[src/rtl/piece_generator.sv]
// 7-bag tetromino generator: Galois LFSR draws into a small FIFO that doubles as the preview queue.
// Optional `PIECE_GEN_SEED_LOAD_EN adds seed_load/seed_value for runtime reseed + flush.
package tetris_pkg;
    typedef enum logic [1:0] {ROT_0, ROT_90, ROT_180, ROT_270} rotation_t;

    typedef struct packed {
        logic [2:0] piece_type;
        logic [3:0] x;
        logic [4:0] y;
        rotation_t  rotation;
    } active_piece_t;
endpackage

module piece_generator
    import tetris_pkg::*;
#(
    parameter logic [15:0] SEED        = 16'hACE1,
    parameter int          QUEUE_DEPTH = 2,   // 2..4
    parameter int          SPAWN_X     = 4
) (
    input  logic          clk,
    input  logic          reset,
    input  logic          take_piece,
`ifdef PIECE_GEN_SEED_LOAD_EN
    input  logic          seed_load,
    input  logic [15:0]   seed_value,
`endif
    output active_piece_t new_piece,
    output logic [2:0]    next_type,
    output logic          piece_valid,
    output logic [6:0]    bag_remaining,
    output logic [15:0]   dealt_count,
    output logic          take_err
);
    localparam logic [15:0] SEED_EFF = (SEED == 16'h0000) ? 16'h0001 : SEED;
    localparam logic [2:0]  DEPTH    = 3'(QUEUE_DEPTH);
    localparam logic [1:0]  LAST     = 2'(QUEUE_DEPTH - 1);

    typedef enum logic [1:0] {S_FILL, S_DRAW, S_PUSH, S_WAIT} state_t;

    state_t      state_q, state_d;
    logic [15:0] lfsr_q, lfsr_d;
    logic [2:0]  retry_q, retry_d;
    logic [2:0]  draw_q, draw_d;
    logic [6:0]  bag_q, bag_d;
    // Storage is always 4 deep so 2-bit pointers index it cleanly; only QUEUE_DEPTH entries are used.
    logic [2:0]  mem_q [4];
    logic [2:0]  mem_d [4];
    logic [1:0]  rd_q, rd_d, wr_q, wr_d;
    logic [2:0]  cnt_q, cnt_d;
    logic [15:0] dealt_q, dealt_d;
    logic        err_q, err_d;
    logic [2:0]  head_q, head_d, next_q, next_d;
    logic        valid_q, valid_d;

    logic        full, push, pop, flush;
    logic [15:0] load_val;
    logic [15:0] lfsr_step;
    logic [2:0]  cand;
    logic [7:0]  bag8;
    logic [6:0]  bag_clr;

`ifdef PIECE_GEN_SEED_LOAD_EN
    assign flush    = seed_load;
    assign load_val = (seed_value == 16'h0000) ? 16'h0001 : seed_value;
`else
    assign flush    = 1'b0;
    assign load_val = SEED_EFF;
`endif

    function automatic logic [1:0] ptr_inc(input logic [1:0] p);
        ptr_inc = (p == LAST) ? 2'd0 : p + 2'd1;
    endfunction

    function automatic logic [2:0] lowest_set(input logic [6:0] m);
        lowest_set = 3'd0;
        for (int i = 6; i >= 0; i--)
            if (m[i]) lowest_set = 3'(i);
    endfunction

    assign full      = (cnt_q == DEPTH);
    assign pop       = take_piece & valid_q & ~flush;
    assign lfsr_step = {1'b0, lfsr_q[15:1]} ^ (lfsr_q[0] ? 16'hB400 : 16'h0000);
    assign cand      = lfsr_q[2:0];
    // Bit 7 is a permanent zero so candidate 7 rejects without a separate compare.
    assign bag8      = {1'b0, bag_q};
    assign bag_clr   = bag_q & ~(7'b1 << draw_q);

    always_comb begin
        state_d = state_q;
        lfsr_d  = lfsr_q;
        retry_d = retry_q;
        draw_d  = draw_q;
        bag_d   = bag_q;
        push    = 1'b0;
        case (state_q)
            S_FILL: state_d = full ? S_WAIT : S_DRAW;
            S_DRAW: begin
                lfsr_d = lfsr_step;
                if (bag8[cand]) begin
                    draw_d  = cand;
                    state_d = S_PUSH;
                end else if (retry_q == 3'd7) begin
                    draw_d  = lowest_set(bag_q);
                    state_d = S_PUSH;
                end else begin
                    retry_d = retry_q + 3'd1;
                end
            end
            S_PUSH: begin
                push    = ~full;
                if (push)
                    bag_d = (bag_clr == 7'h00) ? 7'h7F : bag_clr;
                retry_d = 3'd0;
                state_d = S_FILL;
            end
            S_WAIT: if (!full) state_d = S_DRAW;
            default: state_d = S_FILL;
        endcase
        if (flush) begin
            push    = 1'b0;
            lfsr_d  = load_val;
            bag_d   = 7'h7F;
            retry_d = 3'd0;
            state_d = S_FILL;
        end
    end

    always_comb begin
        mem_d = mem_q;
        wr_d  = wr_q;
        rd_d  = rd_q;
        if (push) begin
            mem_d[wr_q] = draw_q;
            wr_d        = ptr_inc(wr_q);
        end
        if (pop)
            rd_d = ptr_inc(rd_q);
        cnt_d = cnt_q + {2'b00, push} - {2'b00, pop};
        if (flush) begin
            rd_d  = 2'd0;
            wr_d  = 2'd0;
            cnt_d = 3'd0;
        end
        // Outputs are registered from the post-update queue so a pop shows on its own edge.
        valid_d = (cnt_d != 3'd0);
        head_d  = valid_d ? mem_d[rd_d] : 3'd0;
        next_d  = (cnt_d >= 3'd2) ? mem_d[ptr_inc(rd_d)] : 3'd0;
        dealt_d = dealt_q + {15'd0, pop};
        err_d   = err_q | (take_piece & ~valid_q & ~flush);
    end

    always_ff @(posedge clk or posedge reset) begin
        if (reset) begin
            state_q <= S_FILL;
            lfsr_q  <= SEED_EFF;
            retry_q <= 3'd0;
            draw_q  <= 3'd0;
            bag_q   <= 7'h7F;
            mem_q   <= '{default: 3'd0};
            rd_q    <= 2'd0;
            wr_q    <= 2'd0;
            cnt_q   <= 3'd0;
            dealt_q <= 16'd0;
            err_q   <= 1'b0;
            head_q  <= 3'd0;
            next_q  <= 3'd0;
            valid_q <= 1'b0;
        end else begin
            state_q <= state_d;
            lfsr_q  <= lfsr_d;
            retry_q <= retry_d;
            draw_q  <= draw_d;
            bag_q   <= bag_d;
            mem_q   <= mem_d;
            rd_q    <= rd_d;
            wr_q    <= wr_d;
            cnt_q   <= cnt_d;
            dealt_q <= dealt_d;
            err_q   <= err_d;
            head_q  <= head_d;
            next_q  <= next_d;
            valid_q <= valid_d;
        end
    end

    assign new_piece     = '{piece_type: head_q, x: 4'(SPAWN_X), y: 5'd0, rotation: ROT_0};
    assign next_type     = next_q;
    assign piece_valid   = valid_q;
    assign bag_remaining = bag_q;
    assign dealt_count   = dealt_q;
    assign take_err      = err_q;
endmodule

[config.mk]
export PLATFORM = sky130hd
export DESIGN_NAME = piece_generator
export DESIGN_NICKNAME = d
export VERILOG_FILES = /design/src/rtl/piece_generator.sv
export SDC_FILE = /design/constraint.sdc
export NUM_CORES = 1
export LEC_CHECK = 0
export BUFFER_PORTS_ARGS = -buffer_cell sky130_fd_sc_hd__buf_2
export CORE_ASPECT_RATIO = 1.75
export CORE_UTILIZATION = 50
export CTS_CLUSTER_DIAMETER = 40
export DETAILED_ROUTE_END_ITERATION = 16
export PLACE_DENSITY = 0.7
export SLEW_MARGIN = 20
export SYNTH_ARGS = -nofsm -noshare
export SYNTH_HDL_FRONTEND = slang
export SYNTH_SLANG_ARGS = --single-unit
export TNS_END_PERCENT = 100
[constraint.sdc]
create_clock -name clk -period 6.9 [get_ports clk]
set_clock_uncertainty 0.05 [all_clocks]
set_input_delay 1.38 -clock clk [delete_from_list [all_inputs] [get_ports clk]]
set_output_delay 1.38 -clock clk [all_outputs]
set_load 0.03 [all_outputs]
# [Yosys cells after proc, flatten, opt, wreduce, memory -nomap -nowiden]
# Cells that the tools add are included.
[totals] regBits=74 in_bits=3 out_inout_bits=42 wordCells=102
[classes] n_addsub=7 n_lt_le_gt_ge=6 eq_ne=12 n_shift=1 muxes=38 bitwise=11 n_reduce_logical=10
[op_table] op="2-to-1 mux 3 bit" n=18
[op_table] op="adder 16 x 1 -> 16 bit" n=1
[op_table] op="2-to-1 mux 16 bit" n=1
[op_table] op="2-to-1 mux 2 bit" n=8
[op_table] op="XOR 15 x 16 -> 16 bit" n=1
[op_table] op="binary-select mux 3 bit (select 2 bit)" n=2
[op_table] op="bitwise mux 12 bit" n=1
[op_table] op="2-to-1 mux 12 bit" n=1
[op_table] op=">= comparator 3 bit, second input constant" n=3
[op_table] op="inverter 2 -> 3 bit" n=3
[op_table] op="equality test 2 x 1 -> 1 bit, second input constant" n=4
[op_table] op="one-hot mux 2 bit (4 select lines)" n=1
[op_table] op="AND 7 bit" n=1
[op_table] op="logical NOT 7 bit" n=1
[op_table] op="2-to-1 mux 7 bit" n=1
[op_table] op="inverter 7 bit" n=1
[op_table] op="left shift 1 x 3 -> 7 bit, first input constant" n=1
[op_table] op="adder 2 x 1 -> 2 bit, second input constant" n=3
[op_table] op="demux 3 bit (select 2 bit)" n=1
[op_table] op="!= test 2 bit, second input constant" n=3
[op_table] op="one-hot mux 3 bit (2 select lines)" n=1
[op_table] op="AND reduction 2 bit" n=3
[op_table] op="equality test 2 bit, second input constant" n=2
[op_table] op="less-than comparator 3 x 4 -> 1 bit, second input constant" n=1
[op_table] op="other kinds (18)" n=22

# [Longest topological paths before layout]
# Gate-level depths: netlist (run 1).
[depth] depth_word=11 ltp_mapped=15 mapped_depth_nobuf=15

# [Least setup slack after synthesis (run 1)]
# Ideal clock, no wire load.
[synth_timing] path_kind="input port to flip-flop" start="in take_piece" end="reg head_q[1]" setup_time_ns=0.127 arrival_time_ns=3.186 required_ns=6.723 path_slack_ns=3.537 cell_stages=10 n_path_buf=0 cell_sequence="and2_1 ha_1 inv_1 ha_1 inv_1 fa_1 xnor3_1 nand2_1 or2_2 a21boi_1"
[synth_between] word_cells_on_any_way=9 cone_classes="1 x add/sub; 5 x mux; 2 x bitwise; 1 x reduce/logical"
[synth_lines] item="start: declaration" line="23" source="input logic take_piece,"
[synth_lines] item="AND 1 bit" line="82" source="assign pop = take_piece & valid_q & ~flush;"
[synth_lines] item="subtractor 3 x 1 -> 3 bit" line="139" source="cnt_d = cnt_q + {2'b00, push} - {2'b00, pop};"
[synth_lines] item="nonzero test 3 bit" line="146" source="valid_d = (cnt_d != 3'd0);"
[synth_lines] item="net valid_d" line="54" source="logic valid_q, valid_d;"
[synth_lines] item="2-to-1 mux 3 bit" line="147" source="head_d = valid_d ? mem_d[rd_d] : 3'd0;"
[synth_lines] item="net head_d[1]" line="53" source="logic [2:0] head_q, head_d, next_q, next_d;"
[synth_lines] item="end signal: assignment" line="166" source="head_q <= 3'd0;"
[synth_lines] item="end signal: assignment" line="181" source="head_q <= head_d;"
[synth_lines] item="end: declaration" line="53"
# The timed path passes the listed nets, and every way through them passes these cells. The select of a mux whose other input is x is not followed.
# A chain may end at the register's enable or synchronous reset.

# [Worst setup path in the final report (run 1)]
[layout_timing] start="reg state_q[0]" end="reg head_q[1]"
[layout_between] word_cells_on_any_way=10 cone_classes="2 x add/sub; 1 x eq/ne; 6 x mux; 1 x reduce/logical"
[layout_lines] item="start: declaration" line="41" source="state_t state_q, state_d;"
[layout_lines] item="start signal: assignment" line="170" source="state_q <= state_d;"
[layout_lines] item="equality test 2 bit" line="96" source="case (state_q)"
[layout_lines] item="2-to-1 mux 1 bit" line="96"
[layout_lines] item="adder 3 x 1 -> 3 bit" line="139"
[layout_lines] item="subtractor 3 x 1 -> 3 bit" line="139"
[layout_lines] item="nonzero test 3 bit" line="146"
[layout_lines] item="net valid_d" line="54"
[layout_lines] item="2-to-1 mux 3 bit" line="147"
[layout_lines] item="net head_d[1]" line="53"
# The timed path passes the listed nets, and every way through them passes these cells. The select of a mux whose other input is x is not followed.

==> results of run 1 <==
[per-layer routing]
metal	vias up	GRT usage, %	part of all wire (%)
li1	1207	-	-
met1	1277	22.68	40
met2	43	36.00	55
met3	18	5.610	2.9
met4	0	9.078	2.3
met5	-	0	0
[Yosys cell counts, drive strengths merged (5+ instances only)]
cell type / n / area share, %
nand3: 14 / 1.9
dfstp: 15 / 11
clkbuf: 6 / 0.61
nor2: 18 / 1.9
nand4: 6 / 1.0
a21o: 7 / 1.4
ha: 10 / 3.4
inv: 22 / 2.2
nor3: 5 / 0.81
nand2: 20 / 2.0
a21oi: 10 / 1.3
buf: 16 / 2.9
xnor2: 16 / 3.8
mux2i: 12 / 3.2
nand2b: 7 / 1.2
dfrtp: 59 / 40
o21ai: 8 / 1.1
mux2: 22 / 7.0
[worst max-delay path by stage]
stage               start        end  slack, ps  depth (start not counted)
6_report       state_q[0]  head_q[1]       3420                         14
5_1_grt        state_q[0]  head_q[1]       3190                         14
4_1_cts        state_q[0]  head_q[1]       3400                         14
3_5_place_dp   take_piece  head_q[1]       3220                         11
3_3_place_gp   take_piece  head_q[1]       3280                         11
2_1_floorplan  take_piece  head_q[1]       3540                         10
[stage by stage]
stage	hold slack, ps	std cells	setup WS, ps	cell area (um^2)
after detailed placement	389.2	439	3222	3902
after global routing	438.5	455	3188	4187
final	395.4	455	3419	4187
after floorplan	399.2	340	3537	3745
after CTS	401.5	455	3396	4187
after global placement	391.1	439	3276	3902
[power by group through the flow]
| stage | Clock [mW] | Sequential (mW) | Combinational, mW |
|---|---|---|---|
| 4_1_cts | 0.448 | 0.764 | 0.803 |
| 2_1_floorplan | 0 | 0.800 | 0.581 |
| 6_report | 0.439 | 0.766 | 0.792 |
| 3_3_place_gp | 0 | 0.763 | 0.774 |
| 5_1_grt | 0.471 | 0.789 | 0.873 |
| 3_5_place_dp | 0 | 0.770 | 0.797 |
[area by class of cell]
class                   instances  area, um^2  area share (%)
repair buffers                 35       180.2           4.304
clock buffers                  14       274.0           6.545
flip-flops and latches         74        1871           44.68
well taps                      86       107.6           2.570
clock inverters                 2       10.01          0.2391
inverters                      22       82.58           1.973
multi-input cells             222        1662           39.69
[critical path, cell delays in order, from the launching register on]
cell      delay [ps]
dfrtp_1          400
inv_1            120
ha_1             320
inv_2             90
nor2_1           340
inv_1            220
ha_1             330
inv_1             50
ha_1             120
inv_1             50
fa_1             390
xnor3_1          230
nand2_1          130
or2_2            350
a21boi_1         150
[logic make-up (layout without fill, tap and decap cells)]
group                    Yosys count  in the layout
AO/OA/AOI/OAI                     53             53
XOR/XNOR                          20             20
adder cells (fa/ha/maj)           11             11
buffers and inverters             44             73
flip-flops                        74             74
multiplexers                      34             34
other                              2             11
AND/OR/NAND/NOR                   93             93
[sequential cells by signal (all words and copies together) (netlist names)]
| signal | cells |
|---|---|
| wr_q | 2 |
| lfsr_q | 16 |
| retry_q | 3 |
| state_q | 2 |
| head_q | 3 |
| piece_valid | 1 |
| bag_remaining | 7 |
| cnt_q | 3 |
| mem_q | 12 |
| next_type | 3 |
| dealt_count | 16 |
| draw_q | 3 |
| rd_q | 2 |
| take_err | 1 |
[placed cells by master (no fill, tap or decap), types with 4 or more instances in the layout]
cell,Yosys,layout
a21oi_1,10,10
dfstp_2,15,15
buf_2,5,33
inv_1,19,18
xnor2_1,16,16
mux2i_1,12,12
nand2_1,20,20
inv_2,3,4
a21o_1,7,7
o21ai_1,5,5
nand2b_1,7,7
nand3_1,14,14
mux2_2,19,19
ha_1,10,10
clkbuf_16,0,9
nor3_1,4,4
nor2_1,17,17
dfrtp_1,59,59
nand4_1,6,6
conb_1,2,11
==> metrics.txt, run 1 <==
post-synthesis xor/xnor area fraction=5.462%; Final Power=between 1.5 and 2 mW; total CTS buffers=9; global route overflow=0; fillers=621; Setup Viol. Count Final=0; sw frac=between 30% and 40%; R2R cell count=14; largest net degree at the start of global routing=75; DIE WIDTH=~67 um; fmax=between 200 and 300 MHz; Via density=5.593; vias=around 2,500; worst r2r dst=head_q[1]; Hold Vio Cnt, Final=0; flops & latches, synth=74; Main synth FF type=dfrtp_1; R2R Setup Slk=~3400 ps; number of I/O port buffers=33; Tot GR Track Use=between 20% and 30%; # Post-CTS Setup Buffers=0; mapped cell area=~3700 um^2; Min-Delay Path Class=register to register; Critical Path End Type=register; initial antenna violation count=0; Slew Viols, Final=0; Cells after Synth=331; number of global-route vias before repair=roughly 2,600; YS warnings=0; fin crit share=50.45%; critical path arrival=between 3000 and 4000 ps; status=completed; simple-gate share of the synthesized area=13.76%; FP Rows=a little over 40; Num Clock Sinks=74; Worst-Margin Slew=909.3 ps; initial core utilization=51.67%; routability cong.=slightly above 0.8; DRC errors left=0; Comb pwr share=approximately 40%; CTS tree=done; Setup CP Type=register to register; Post-synth EDFFs=0; first-pass GRT wire length=roughly 12,000 um; Critical Path Fanout Max=8; root buffer cell=clkbuf_16; post-synth cell types=roughly 60; Pleak=between 1.5 and 2 nW; pwr dens=around 480 nW/um^2; CORE AREA=just over 7000 um^2; routed length per instance=about 16 um; RSZ-0062 raised after global routing=no; Clock power frac=between 20% and 30%; nets=roughly 380; Data required, critical path=a little over 7000 ps; largest family of logic cells by synthesized area=simple AND/OR/NAND/NOR gates; DP Wirelength=between 5000 and 6000 um; CP Launch Type=register; Max VDD drop=slightly above 200 uV; Layout Utilization=between 50% and 60%; Net Sw Power=approximately 780 uW; initial DRC count=157; Clock Pin Slew Worst Setup and Hold Paths=~60 ps; Die Area=between 7000 and 8000 um^2; antenna viol nets, final=0; syn avg cell area=between 10 and 15 um^2; startpoint of the worst hold path=take_err; DRT Pass-1 Iters=4; Die Y=about 120 um; hold_buf cts=0; I/O pin count=45; layout cells sized above 1=between 20% and 30%; H-tree levels=3; setup TNS=0 ps; Hold Path Stages=1; Layout area overhead=12.81%; Power Internal=roughly 1.2 mW; multiplexer share of the synthesized area=10.22%; Seq/Total Area, Yosys=between 50% and 60%; FF-to-FF Start=state_q[0]; Post-CTS Resized=0; Tmin final=roughly 3500 ps; wirelength, routed=between 7000 and 8000 um; Synth Area in Compound Gates=a little over 10%; WHS Endpoint=take_err; Max Cap Viol=0; Synth async-reset ratio=100.0%; Clock Latency Late Sink=about 330 ps; Reg power frac=a little under two fifths; Synth Area in Adders=under 10%; Clock Path Buffers=2; Slew headroom=slightly below 40%; antenna cells=0
No activity file was read; power rests on OpenSTA's default activity.
==> run 2: changes to the inputs <==
--- a/config.mk
+++ b/config.mk
@@ -5,6 +5,7 @@
 export SDC_FILE = /design/constraint.sdc
 export NUM_CORES = 1
 export LEC_CHECK = 0
+export ABC_AREA = 1
 export BUFFER_PORTS_ARGS = -buffer_cell sky130_fd_sc_hd__buf_2
 export CORE_ASPECT_RATIO = 1.75
 export CORE_UTILIZATION = 50
==> constraint.sdc (replaced) <==
create_clock -name clk -period 3.3 [get_ports clk]
set_clock_uncertainty 0.05 [all_clocks]
set_input_delay 0.66 -clock clk [delete_from_list [all_inputs] [get_ports clk]]
set_output_delay 0.66 -clock clk [all_outputs]
set_load 0.03 [all_outputs]
==> run 2 against run 1 <==
Against the previous run: cell count increased by 26%; clock power is 120% higher; via count grew 13%; largest power group unchanged; highest routed layer unchanged.
==> metrics.txt, run 2 <==
DP Cell Count=between 500 and 600; Num Clock Sinks=74; Slew headroom=a little over half; Yosys top cell area share=38.24%; Setup CP Type=register to register; Post-synth top cells=nand2_1, dfrtp_1, inv_1; synth top area cells=dfrtp_1, nand2_1, dfstp_2; Post-CTS Resized=0; global route overflow=0; routability cong.=0.8620; initial DRC count=156; fin crit share=between 90% and 100%; setup TNS=0 ps; Reg power frac=about a third; Post-synth EDFFs=0; pwr dens=just under 900 nW/um^2; most frequent cells in the layout=nand2_1, dfrtp_1, inv_1; DRC errors left=0; critical path arrival=about 3200 ps; Via density=5.019; largest net degree at the start of global routing=44; Max VDD drop=about 480 uV; most common cell after layout, fill and taps aside=nand2_1; Net Sw Power=between 1.5 and 2 mW; sw frac=roughly two fifths; Data required, critical path=3470 ps; number of global-route vias before repair=2,842; RSZ-0062 raised after global routing=no; initial antenna violation count=0; Main synth FF type=dfrtp_1; post-synth cell types=41; Critical Path End Type=register; vias=2,886; DIE WIDTH=slightly below 70 um; status=completed; Max Cap Viol=0; Hold Vio Cnt, Final=0; Seq/Total Area, Yosys=about 48%; flops & latches, synth=74; CP Launch Type=register; mapped cell area=around 3900 um^2; total CTS buffers=9; post-synth top area cell=dfrtp_1; Critical Path Fanout Max=13; Cells after Synth=446; FP Rows=between 40 and 50; wirelength, routed=roughly 7600 um; Tot GR Track Use=21.44%; DRT Pass-1 Iters=4; Die Area=between 8000 and 9000 um^2; Power Internal=approximately 2.3 mW; initial core utilization=about half; root buffer cell=clkbuf_16; routed length per instance=13.19 um; syn avg cell area=~8.7 um^2; Clock Path Buffers=2; Min-Delay Path Class=primary input to asynchronous set/reset pin; H-tree levels=3; CORE AREA=7515 um^2; Setup Viol. Count Final=0; antenna cells=0; hold_buf cts=0; R2R Setup Slk=~270 ps; CTS tree=done; fmax=~330 MHz; Die Y=approximately 120 um; Synth async-reset ratio=100.0%; Pleak=between 2 and 2.5 nW; I/O pin count=45; number of I/O port buffers=33; most frequent cell after synthesis=nand2_1; DP Wirelength=around 5700 um; Clock Pin Slew Worst Setup and Hold Paths=60 ps; Layout area overhead=12.86%; first-pass GRT wire length=about 13,000 um; YS warnings=0; Slew Viols, Final=0; Clock Latency Late Sink=about 330 ps; layout cells sized above 1=20.74%; Tmin final=approximately 3000 ps; nets=~500; Clock power frac=between 20% and 30%; Worst-Margin Slew=about 700 ps; antenna viol nets, final=0; Finished Layout Cells=575; Comb pwr share=39.7%; # Post-CTS Setup Buffers=0
## run 2: final cells by class
class | count | area, um^2
sequential | 74 | 1871
timing repair buffer | 35 | 192.7
inverter | 64 | 242.7
clock buffer | 11 | 252.7
fill | 687 | 3157
clock inverter | 5 | 52.55
multi-input combinational | 298 | 1637
tap | 88 | 110.1
## run 2: per-stage QoR
step	area, um^2	total power, mW	utilization (%)	setup WS [ps]	hold slack, ps
4_1_cts	4358	3.941	57.99	246.6	394.1
3_3_place_gp	4053	2.895	53.93	438.4	405.0
5_1_grt	4358	4.172	57.99	87.90	434.7
6_report	4358	3.899	57.99	268.1	382.7
2_1_floorplan	3895	2.576	-	733.2	386.7
3_5_place_dp	4053	2.944	53.93	321.9	407.5
## run 2: cells by family (layout without fill, tap and decap cells)
kind of cell	after synthesis	in the layout	share of synthesized area [%]
AOI/OAI and AO/OA	43	43	6.060
xor gates and xnor gates	18	18	4.277
adders and majority gates	11	11	3.759
buffers and inverters	83	115	10.05
DFF	74	74	48.44
muxes	1	1	0.2592
other	2	11	0.1945
and+or+nand+nor	214	214	26.96
## run 2: layer usage
metal  global-route usage (%)  vias up  wire, um
met5                        0        -         0
met4                    10.03        0       197
met3                    5.695       14       199
met2                    36.64       42      4198
met1                    23.46     1368      2991
li1                         -     1462         -
## run 2: path summary, 6_finish.rpt
path                                         end  cells after the start  startpoint
worst max register to register         head_q[0]                     13  state_q[0]
worst max-delay path                   head_q[0]                     13  state_q[0]
min in group clk                        mem_q[4]                      2    mem_q[4]
worst min-delay path              dealt_count[0]                      2       reset
max in group asynchronous       bag_remaining[3]                      3       reset
worst min register to register          mem_q[4]                      2    mem_q[4]
## run 2: power by group through the flow
stage	Combinational, mW	Clock, mW	Sequential, mW
after floorplan	1.02	0	1.55
after global placement	1.51	0	1.38
after detailed placement	1.55	0	1.39
after CTS	1.57	1.00	1.37
after global routing	1.73	1.04	1.41
final	1.55	0.976	1.37
## run 2: critical path: stages (launching register included)
cell,delay (ps)
dfrtp_1,410
inv_1,90
ha_1,470
nand2_4,200
ha_1,330
inv_1,60
ha_1,160
inv_1,70
fa_1,580
inv_1,90
nor2_1,100
nand2_1,140
nand3_1,130
nor2_1,50
==> run 3: changes to the inputs <==
--- a/config.mk
+++ b/config.mk
@@ -12,6 +12,7 @@
 export CTS_CLUSTER_DIAMETER = 40
 export DETAILED_ROUTE_END_ITERATION = 16
 export PLACE_DENSITY = 0.7
+export RECOVER_POWER = 50
 export SLEW_MARGIN = 20
 export SYNTH_ARGS = -nofsm -noshare
 export SYNTH_HDL_FRONTEND = slang
==> run 3 against run 2 <==
Against the previous run: clock-buffer cell count is the same; core utilization shrank 0.30 points; first-iteration DRC count grew 18%; design area shrank 0.52%; combinational power is essentially flat; worst hold slack gained 36 ps; via count grew 0.38%; fmax shrank 0.44%; die area is the same; non-clock buffer count is the same; highest routed layer unchanged; critical path depth is the same.
==> metrics.txt, run 3 (synthesized netlist as in run 2, its figures left out) <==
Die Y=118.3 um; wirelength, routed=7601 um; antenna cells=0; fin crit share=between 90 and 100%; Via density=5.038; RSZ-0062 raised after global routing=no; Critical Path Fanout Max=13; nets=a little under 500; Num Clock Sinks=74; # Post-CTS Setup Buffers=0; I/O pin count=45; Worst-Margin Slew=roughly 1200 ps; FP Rows=42; Die Area=~8100 um^2; Min-Delay Path Class=register to register; Critical Path End Type=register; number of global-route vias before repair=~2,800; slowest library cell on the worst path=fa_1; Slew headroom=22.02%; H-tree levels=3; DP Wirelength=roughly 5700 um; DRT Pass-1 Iters=4; fmax=328.4 MHz; initial core utilization=between 50% and 60%; Finished Layout Cells=between 500 and 600; setup TNS=0 ps; most used cell, CP=inv_1; Clock Latency Late Sink=~330 ps; hold_buf cts=0; first-pass GRT wire length=12,820 um; global route overflow=0; status=completed; DRC errors left=0; routability cong.=about 0.86; pwr dens=896.9 nW/um^2; CTS tree=done; CORE AREA=between 7000 and 8000 um^2; worst path cell trace=inv_1, ha_1, nand2_4, ha_1, inv_1, ha_1, inv_1, fa_1, inv_1, nor2_1, nand2_1, nand3_1, nor2_1; largest net degree at the start of global routing=between 40 and 50; fillers=approximately 700; layout cells sized above 1=just under 20%; initial antenna violation count=0; Max Cap Viol=0; Hold Vio Cnt, Final=0; Data required, critical path=3470 ps; initial DRC count=about 180; Layout area overhead=12.28%; Post-CTS Resized=0; most common cell after layout, fill and taps aside=nand2_1; Tmin final=3045 ps; CP top delay family=adder cells; critical path arrival=about 3200 ps; DP Cell Count=about 560; vias=around 2,900; Slew Viols, Final=0; DIE WIDTH=68.43 um; CP Launch Type=register; most frequent cells in the layout=nand2_1, inv_1, dfrtp_1; antenna viol nets, final=0; Setup CP Type=register to register; root buffer cell=clkbuf_16; total CTS buffers=9; max incr delay on CP=between 500 and 600 ps; Clock Pin Slew Worst Setup and Hold Paths=roughly 60 ps; Critical path buffers and inverters=4; Tot GR Track Use=roughly 21%; Setup Viol. Count Final=0; Pleak=about 2.3 nW; Clock Path Buffers=2; Max VDD drop=about 480 uV; number of I/O port buffers=33; routed length per instance=~13 um
-- run 3: where the power goes --
group	leakage [nW]	switching, mW	internal (mW)	total, mW
sequential	0.898	0.208	1.17	1.37
combinational	1.23	1.05	0.490	1.54
clock	0.151	0.354	0.621	0.975
-- run 3: area by class of cell --
cell class              instances  area [um^2]  area share [%]
flip-flops and latches         74         1871           43.15
multi-input cells             298         1634           37.69
clock buffers                  11        252.7           5.830
inverters                      64        242.7           5.599
repair buffers                 35        172.7           3.983
well taps                      88        110.1           2.540
clock inverters                 5        52.55           1.212
-- run 3: metal layers --
layer  vias to the layer above  GRT usage, %  share of wire, %
met1                      1379         23.46                40
met3                        15         5.695               2.9
met5                         -             0                 0
li1                       1459             -                 -
met2                        44         36.64                55
met4                         0         10.03               2.6
-- run 3: final timing paths --
check                      startpoint  cells past startpoint  slack, ps             end
max in group asynchronous       reset                      3       1000      lfsr_q[12]
max                        state_q[0]                     13        250       head_q[0]
max reg2reg                state_q[0]                     13        250       head_q[0]
min                          mem_q[4]                      2        420        mem_q[4]
min reg2reg                  mem_q[4]                      2        420        mem_q[4]
min in group asynchronous       reset                      2        580  dealt_count[0]
-- run 3: per-stage QoR --
step	area [um^2]	power (mW)	hold WS, ps	utilization, %	setup WS, ps
5_1_grt	4335	4.162	454.4	57.69	87.82
3_3_place_gp	4053	2.895	405.0	53.93	438.4
3_5_place_dp	4053	2.944	407.5	53.93	321.9
2_1_floorplan	3895	2.576	386.7	-	733.2
4_1_cts	4358	3.941	394.1	57.99	246.6
6_report	4335	3.888	419.0	57.69	254.7
-- run 3: worst reg2reg max path, delay by kind of cell (launching register included) --
| family | cells | cell delay [ps] |
|---|---|---|
| simple gates | 5 | 630 |
| flops | 1 | 410 |
| buf+inv | 4 | 310 |
| fa+ha+maj | 4 | 1540 |
